File: config.mk
export PLATFORM = sky130hd
export DESIGN_NAME = univ_shift_reg
export DESIGN_NICKNAME = d
export VERILOG_FILES = /design/src/rtl/usr_pkg.sv /design/src/rtl/ser_capture_fsm.sv /design/src/rtl/univ_shift_reg.sv
export SDC_FILE = /design/constraint.sdc
export NUM_CORES = 1
export LEC_CHECK = 0
export CAP_MARGIN = 20
export CORE_MARGIN = 2
export CORE_UTILIZATION = 39
export DETAILED_ROUTE_END_ITERATION = 12
export PLACE_DENSITY = 0.73
export RECOVER_POWER = 25
export SETUP_SLACK_MARGIN = 0.2
export SYNTH_ARGS = -nofsm -noshare
export SYNTH_HDL_FRONTEND = slang
export SYNTH_SLANG_ARGS = --single-unit
File: constraint.sdc
create_clock -name clk -period 2.06 [get_ports clk]
set_clock_uncertainty 0.15 [all_clocks]
set_input_delay 0.618 -clock clk [delete_from_list [all_inputs] [get_ports clk]]
set_output_delay 0.618 -clock clk [all_outputs]
set_load 0.05 [all_outputs]
File: src/rtl/usr_pkg.sv
// Shared types for the universal shift register: operating modes and capture sequencer states.
package usr_pkg;

  typedef enum logic [1:0] {
    MODE_HOLD = 2'b00,
    MODE_SHR  = 2'b01,
    MODE_SHL  = 2'b10,
    MODE_LOAD = 2'b11
  } mode_t;

  typedef enum logic [1:0] {
    S_IDLE  = 2'b00,
    S_SHIFT = 2'b01,
    S_DONE  = 2'b10
  } ser_state_t;

endpackage

File: src/rtl/ser_capture_fsm.sv
// Sequencer for automatic WIDTH-cycle serial capture with busy/done handshake.
module ser_capture_fsm
  import usr_pkg::*;
#(
  parameter int unsigned WIDTH = 8
) (
  input  logic clk,
  input  logic reset,
  input  logic en,
  input  logic start_ser,
  output logic busy,
  output logic done,
  output logic shift_force
);

  localparam int unsigned CntW = $clog2(WIDTH);
  localparam logic [CntW-1:0] CntLast = CntW'(WIDTH - 1);

  ser_state_t state_q, state_d;
  logic [CntW-1:0] cnt_q, cnt_d;

  always_ff @(posedge clk or posedge reset) begin
    if (reset) begin
      state_q <= S_IDLE;
      cnt_q   <= '0;
    end else begin
      state_q <= state_d;
      cnt_q   <= cnt_d;
    end
  end

  always_comb begin
    state_d = state_q;
    cnt_d   = cnt_q;
    unique case (state_q)
      S_IDLE: begin
        if (en && start_ser) begin
          state_d = S_SHIFT;
          cnt_d   = CntLast;
        end
      end
      S_SHIFT: begin
        if (en) begin
          if (cnt_q == '0) state_d = S_DONE;
          else             cnt_d   = cnt_q - CntW'(1);
        end
      end
      // Leaves on the next edge even with en low so done is always one cycle.
      S_DONE:  state_d = S_IDLE;
      default: state_d = S_IDLE;
    endcase
  end

  assign busy        = (state_q == S_SHIFT);
  assign done        = (state_q == S_DONE);
  assign shift_force = busy;

endmodule

File: src/rtl/univ_shift_reg.sv
// WIDTH-bit universal shift register (hold/shift right/shift left/load) with serial capture.
module univ_shift_reg
  import usr_pkg::*;
#(
  parameter int unsigned      WIDTH     = 8,
  parameter logic [WIDTH-1:0] RESET_VAL = '0
) (
  input  logic             clk,
  input  logic             reset,
  input  logic             en,
  input  logic [1:0]       mode,
  input  logic [WIDTH-1:0] d,
  input  logic             ser_in_msb,
  input  logic             ser_in_lsb,
  input  logic             start_ser,
  output logic [WIDTH-1:0] q,
  output logic [WIDTH-1:0] qn,
  output logic             ser_out_lsb,
  output logic             ser_out_msb,
  output logic             busy,
  output logic             done
);

  logic [WIDTH-1:0] q_q, q_d;
  logic             shift_force;
  logic             idle;

  ser_capture_fsm #(
    .WIDTH(WIDTH)
  ) u_fsm (
    .clk        (clk),
    .reset      (reset),
    .en         (en),
    .start_ser  (start_ser),
    .busy       (busy),
    .done       (done),
    .shift_force(shift_force)
  );

  assign idle = !busy && !done;

  always_comb begin
    q_d = q_q;
    if (shift_force) begin
      q_d = {ser_in_msb, q_q[WIDTH-1:1]};
    end else if (idle && !start_ser) begin
      // A start request outranks mode and leaves q untouched on that edge.
      unique case (mode_t'(mode))
        MODE_HOLD: q_d = q_q;
        MODE_SHR:  q_d = {ser_in_msb, q_q[WIDTH-1:1]};
        MODE_SHL:  q_d = {q_q[WIDTH-2:0], ser_in_lsb};
        MODE_LOAD: q_d = d;
      endcase
    end
  end

  always_ff @(posedge clk or posedge reset) begin
    if (reset)   q_q <= RESET_VAL;
    else if (en) q_q <= q_d;
  end

  assign q           = q_q;
  assign qn          = ~q_q;
  assign ser_out_lsb = q_q[0];
  assign ser_out_msb = q_q[WIDTH-1];

endmodule

==> results of run 1 <==
## logic make-up (layout without fill, tap and decap cells)
logic type / count (synthesis) / count (layout) / synth area share
mux: 19 / 19 / 0.2202
compound gates: 16 / 16 / 0.1136
flops: 13 / 13 / 0.3557
simple gates: 20 / 20 / 0.09440
buf+inv: 21 / 64 / 0.1204
fa+ha+maj: 7 / 7 / 0.09575
## final cells by class
cell class,count,area (sq um),share of cell area
timing repair buffer,45,640.6,0.4028
sequential,13,329.1,0.2069
clock buffer,4,26.28,0.01652
inverter,15,56.30,0.03541
tap,28,35.03,0.02203
multi-input combinational,62,503.0,0.3163
## cells in the mapped netlist, drive strengths merged
cell,instances,share of area
nand3,2,0.011
a21oi,10,0.055
buf,6,0.059
inv,15,0.062
a31oi,1,0.014
o21a,1,0.0082
dfrtp,13,0.36
o22a,2,0.019
nand2b,1,0.0068
nor3,1,0.0055
nand2,5,0.023
a21o,1,0.0082
ha,7,0.096
mux2i,16,0.18
mux2,3,0.045
a22o,1,0.0096
nor2,11,0.048
## power by group
group | internal [mW] | switching, mW | total, mW
registers | 0.382 | 0.180 | 0.562
logic | 1.11 | 1.19 | 2.30
clock network | 0.0751 | 0.0940 | 0.169
total | 1.57 | 1.47 | 3.04
## per-stage QoR
step | setup WS, ns | setup TNS (ns) | instance area, sq um | utilization
final | 0.1380 | 0 | 1590 | 0.7189
after CTS | 0.1565 | 0 | 1574 | 0.7115
after floorplan | 0.2884 | 0 | 927.1 | -
after detailed placement | -0.1130 | -0.5050 | 1524 | 0.6889
after global placement | -0.04589 | -0.1619 | 1524 | 0.6889
after global routing | 0.09031 | 0 | 1590 | 0.7189
## worst max-delay path by stage
| stage | end | slack, ns |
|---|---|---|
| 3_3_place_gp | u_fsm.state_q[0] | -0.05 |
| 5_1_grt | busy | 0.09 |
| 2_1_floorplan | u_fsm.cnt_q[0] | 0.29 |
| 3_5_place_dp | u_fsm.state_q[0] | -0.11 |
| 6_report | busy | 0.14 |
| 4_1_cts | busy | 0.16 |
## layer usage
| metal | GRT usage | vias to the layer above | wire, um |
|---|---|---|---|
| met4 | 0.08974 | 0 | 49 |
| li1 | - | 402 | - |
| met1 | 0.2478 | 415 | 1024 |
| met2 | 0.3229 | 27 | 1195 |
| met3 | 0.03429 | 6 | 87 |
| met5 | 0 | - | 0 |
## state kept, by name, indices dropped and copies added, names as in the netlist
| register | cells |
|---|---|
| q | 8 |
| u_fsm.cnt_q | 3 |
| u_fsm.state_q | 2 |
## repair_timing
action                                  4_1_cts  5_1_grt
gates resized for setup                       6        4
pin swaps                                     1        0
setup buffers                                 2        1
hold endpoints to repair                      0        0
endpoints found under the setup margin        4        8
hold buffers                                  0        0
==> run metrics, run 1 <==
status=completed; DRC viols=0; CP peak stage delay=0.42 ns; Boundary Pins=36; Worst setup EP type=output pin; most frequent cells in the layout=buf_12, mux2i_1, clkdlybuf4s50_1; Seq/Total Area, Yosys=0.3557; post-route ant nets=0; DRT Pass-1 Iters=4; CP Launch Type=flip-flop; commonest non-fill, non-tap cell in the layout=buf_12; fillers=170; 1st-iter DRT viols=18; Crit Path Category=reg -> out; vias in the first global route=901; yosys warns=0; Reg2Reg Depth=7; Critical Path, Cell by Cell=buf_6, ha_4, buf_12; wire length of the first global-routing pass=3.939 mm; peak supply drop=1.242 mV; Worst R2R End=u_fsm.cnt_q[0]; worst hold start=u_fsm.cnt_q[2]; Critical R2R Launch=u_fsm.state_q[0]; Placer Congestion=0.7913; die area=0.002748 sq mm; Vias=850; crit path launch=u_fsm.state_q[0]; largest net degree at the start of global routing=17; Post-DP HPWL=1.797 mm; vias per inst=5.090; number of hold violations in the final report=0; f_max=520.3 MHz; Initial Util=0.4135; clock transition at the registers of the reported paths=0.09 ns; fin crit period=1.922 ns; CP Max Fanout=3; area of the mapped netlist=914.6 sq um; chip width=52.43 um; Area Overhead vs Synth=73.87%; total power=3.036 mW; syn_nets=119; Pwr per Cell Area=1909 mW/mm^2; core area=0.002212 sq mm; clk sinks=13; Post-Syn Area per Cell=9.527 sq um; antenna cells=0; Least-Margin Pin Slew=0.5326 ns; antenna violations before repair=0; Top delay family on crit path=flip-flops; Crit-path slowest cell=dfrtp_1; WL final=2.357 mm; Slew HR=0.6446; leakage=0.7645 nW; final cell count without fillers=167; WP buf/inv=2; Placed Cells=160; Endpoint, Worst Hold=u_fsm.cnt_q[2]; Total GRT Usage=0.1962; share of layout cells above drive strength 1=0.3381; Die Y=52.43 um; hold depth=1; cts bufs inserted=3; Mapped Cells=96; Worst EP required=1.29 ns; Critical Path AT=1.15 ns; later-pin clock latency in the skew report=0.28 ns; NumNets Final=163; post-synthesis cell type count=23; depth of the CTS H-tree=1; Root Buffer=clkbuf_4; number of synthesized register bits=13; GRT Residual Overflow=0; Clock Tree Buf Depth=2; final worst-path cycle share=0.9330; DR WL/cell=14.11 um; Max Slew Vio Count=0; Site Rows=17; Hold Slack=0.3671 ns; cell depth of the worst setup path=3; Max Cap Violations=0; IO buf count=35; Hold Path Class=reg -> reg; reg-to-reg slack, setup=0.19 ns; CTS tree=done; final setup fails=0; RSZ-0062 raised after global routing=yes
No activity file was read; power rests on OpenSTA's default activity.
==> run 2, diff against run 1 <==
--- a/config.mk
+++ b/config.mk
@@ -6,12 +6,14 @@
 export NUM_CORES = 1
 export LEC_CHECK = 0
 export CAP_MARGIN = 20
+export CORE_ASPECT_RATIO = 0.7
 export CORE_MARGIN = 2
 export CORE_UTILIZATION = 39
 export DETAILED_ROUTE_END_ITERATION = 12
 export PLACE_DENSITY = 0.73
 export RECOVER_POWER = 25
 export SETUP_SLACK_MARGIN = 0.2
+export SLEW_MARGIN = 20
 export SYNTH_ARGS = -nofsm -noshare
 export SYNTH_HDL_FRONTEND = slang
 export SYNTH_SLANG_ARGS = --single-unit
==> run metrics, run 2 (synthesized netlist as in run 1, its figures left out) <==
Worst Setup EP=busy; cell depth of the worst setup path=3 (unchanged); crit path launch=u_fsm.state_q[1]; CP peak stage delay=0.43 ns (about the same); RSZ-0062 raised after global routing=yes; status=completed; Critical R2R Launch=u_fsm.state_q[1]; Post-DP Area=0.001514 sq mm (-0.66%); Boundary Pins=36 (unchanged); vias per inst=4.612 (-9.4%); CP Launch Type=flip-flop; final worst-path cycle share=0.9086 (-0.02444); later-pin clock latency in the skew report=0.28 ns (about the same); Root Buffer=clkbuf_4; Reg2Reg Depth=7 (unchanged); Worst R2R End=u_fsm.cnt_q[0]; CTS tree=done; Slew HR=0.6623 (+0.01772); IO buf count=35 (unchanged); fillers=164 (-3.5%); Max Cap Violations=0 (unchanged); largest net degree at the start of global routing=17 (unchanged); Clock Tree Buf Depth=2 (unchanged); CP Max Fanout=4 (+1); die area=0.002755 sq mm (+0.23%); WP buf/inv=2 (unchanged); Placer Congestion=0.8809 (+11%); Critical Path AT=1.10 ns (-0.05 ns); Post-DP HPWL=1.714 mm (-4.6%); Die Y=44.52 um (-15%); Total GRT Usage=0.1734 (-0.02275); GRT Residual Overflow=0 (unchanged); 1st-iter DRT viols=14 (-4); Area Overhead vs Synth=75.79%; DR WL/cell=12.83 um (-9.1%); chip width=61.88 um (+18%); Placed Cells=162 (+1.3%); antenna cells=0 (unchanged); Crit-path slowest cell=dfrtp_1; number of hold violations in the final report=0 (unchanged); DRC viols=0 (unchanged); Hold Path Class=reg -> reg; depth of the CTS H-tree=1 (unchanged); Worst EP required=1.29 ns (about the same); final setup fails=0 (unchanged); Crit Path Category=reg -> out; most frequent cells in the layout=buf_12, mux2i_1, inv_1, clkdlybuf4s50_1; reg-to-reg slack, setup=0.25 ns (+0.06 ns); peak supply drop=1.038 mV (-16%); cts bufs inserted=3 (unchanged); vias in the first global route=745 (-17%); Largest register FFs=8 (unchanged); antenna violations before repair=0 (unchanged); clk sinks=13 (unchanged); core area=0.002190 sq mm (-1.0%); DRT Pass-1 Iters=4 (unchanged); final cell count without fillers=170 (+1.8%); NumNets Final=162 (-0.61%); Top delay family on crit path=flip-flops; Critical Path, Cell by Cell=inv_2, ha_4, buf_12; post-route ant nets=0 (unchanged); commonest non-fill, non-tap cell in the layout=buf_12; Vias=784 (-7.8%); Initial Util=0.4177 (+0.004253); wire length of the first global-routing pass=3.408 mm (-13%); Design Area, Final=0.001608 sq mm (+1.1%); f_max=534.3 MHz (+2.7%); total power=2.989 mW (-1.5%); clock transition at the registers of the reported paths=0.08 ns (about the same); leakage=0.7688 nW (+0.55%); Worst setup EP type=output pin; fin crit period=1.872 ns (-0.05035 ns); WL final=2.181 mm (-7.5%); share of layout cells above drive strength 1=0.3333 (-0.004796); Final Core Density=0.7343 (+0.01540); Pwr per Cell Area=1859 mW/mm^2 (-2.6%); Site Rows=14 (-3); setup TNS=0 ns (unchanged); Hold Buf Count CTS=0 (unchanged); Least-Margin Pin Slew=0.5060 ns (-0.02655 ns); Max Slew Vio Count=0 (unchanged)
==> run 2: cell count changes in the layout (fill, tap and decap cells not counted), sizes merged <==
cell / previous run / this run
dlymetal6s2s: 0 / 1
buf: 30 / 29
clkdlybuf4s50: 13 / 12
==> run 2: what timing repair did <==
| item | CTS | global route |
|---|---|---|
| pin swaps | 1 | 1 |
| buffers inserted | 3 | 1 |
| cloned | 0 | 0 |
| resized for setup | 7 | 6 |
| endpoints found under the setup margin | 4 | 9 |
==> run 2: metrics by stage <==
step                worst slack (ns)  hold slack, ns
floorplan                     0.2884          0.3223
global placement            -0.06878          0.3407
detailed placement           -0.1145          0.3470
CTS                           0.1818          0.3657
global route                  0.1351          0.3982
finish                        0.1883          0.3652
==> run 2: worst min-delay path by stage <==
stage,to,slack [ns],from,cells after the start
final,u_fsm.cnt_q[1],0.37,u_fsm.cnt_q[1],1
after global routing,u_fsm.cnt_q[1],0.40,u_fsm.cnt_q[1],1
after CTS,u_fsm.cnt_q[1],0.37,u_fsm.cnt_q[1],1
after detailed placement,u_fsm.cnt_q[1],0.35,u_fsm.cnt_q[1],1
after global placement,u_fsm.cnt_q[2],0.34,u_fsm.cnt_q[2],1
after floorplan,u_fsm.cnt_q[2],0.32,u_fsm.cnt_q[2],1
==> run 2: layer usage <==
metal / up-vias / wire length (um) / GRT usage
li1: 401 / - / -
met1: 362 / 1047 / 0.2401
met2: 19 / 1021 / 0.2568
met3: 2 / 92 / 0.05848
met4: 0 / 19 / 0.05106
met5: - / 0 / 0
==> run 2: cell type report <==
type                    instances  area, sq um  area share
repair buffers                 44        631.9      0.3930
well taps                      32        40.04     0.02490
multi-input cells              62        521.8      0.3245
flip-flops and latches         13        329.1      0.2047
clock buffers                   4        26.28     0.01634
inverters                      15        58.81     0.03658
==> run 2: power by group <==
part,internal [mW],switching [mW]
clock,0.0751,0.0843
sequential,0.382,0.192
combinational,1.08,1.17
total,1.54,1.45
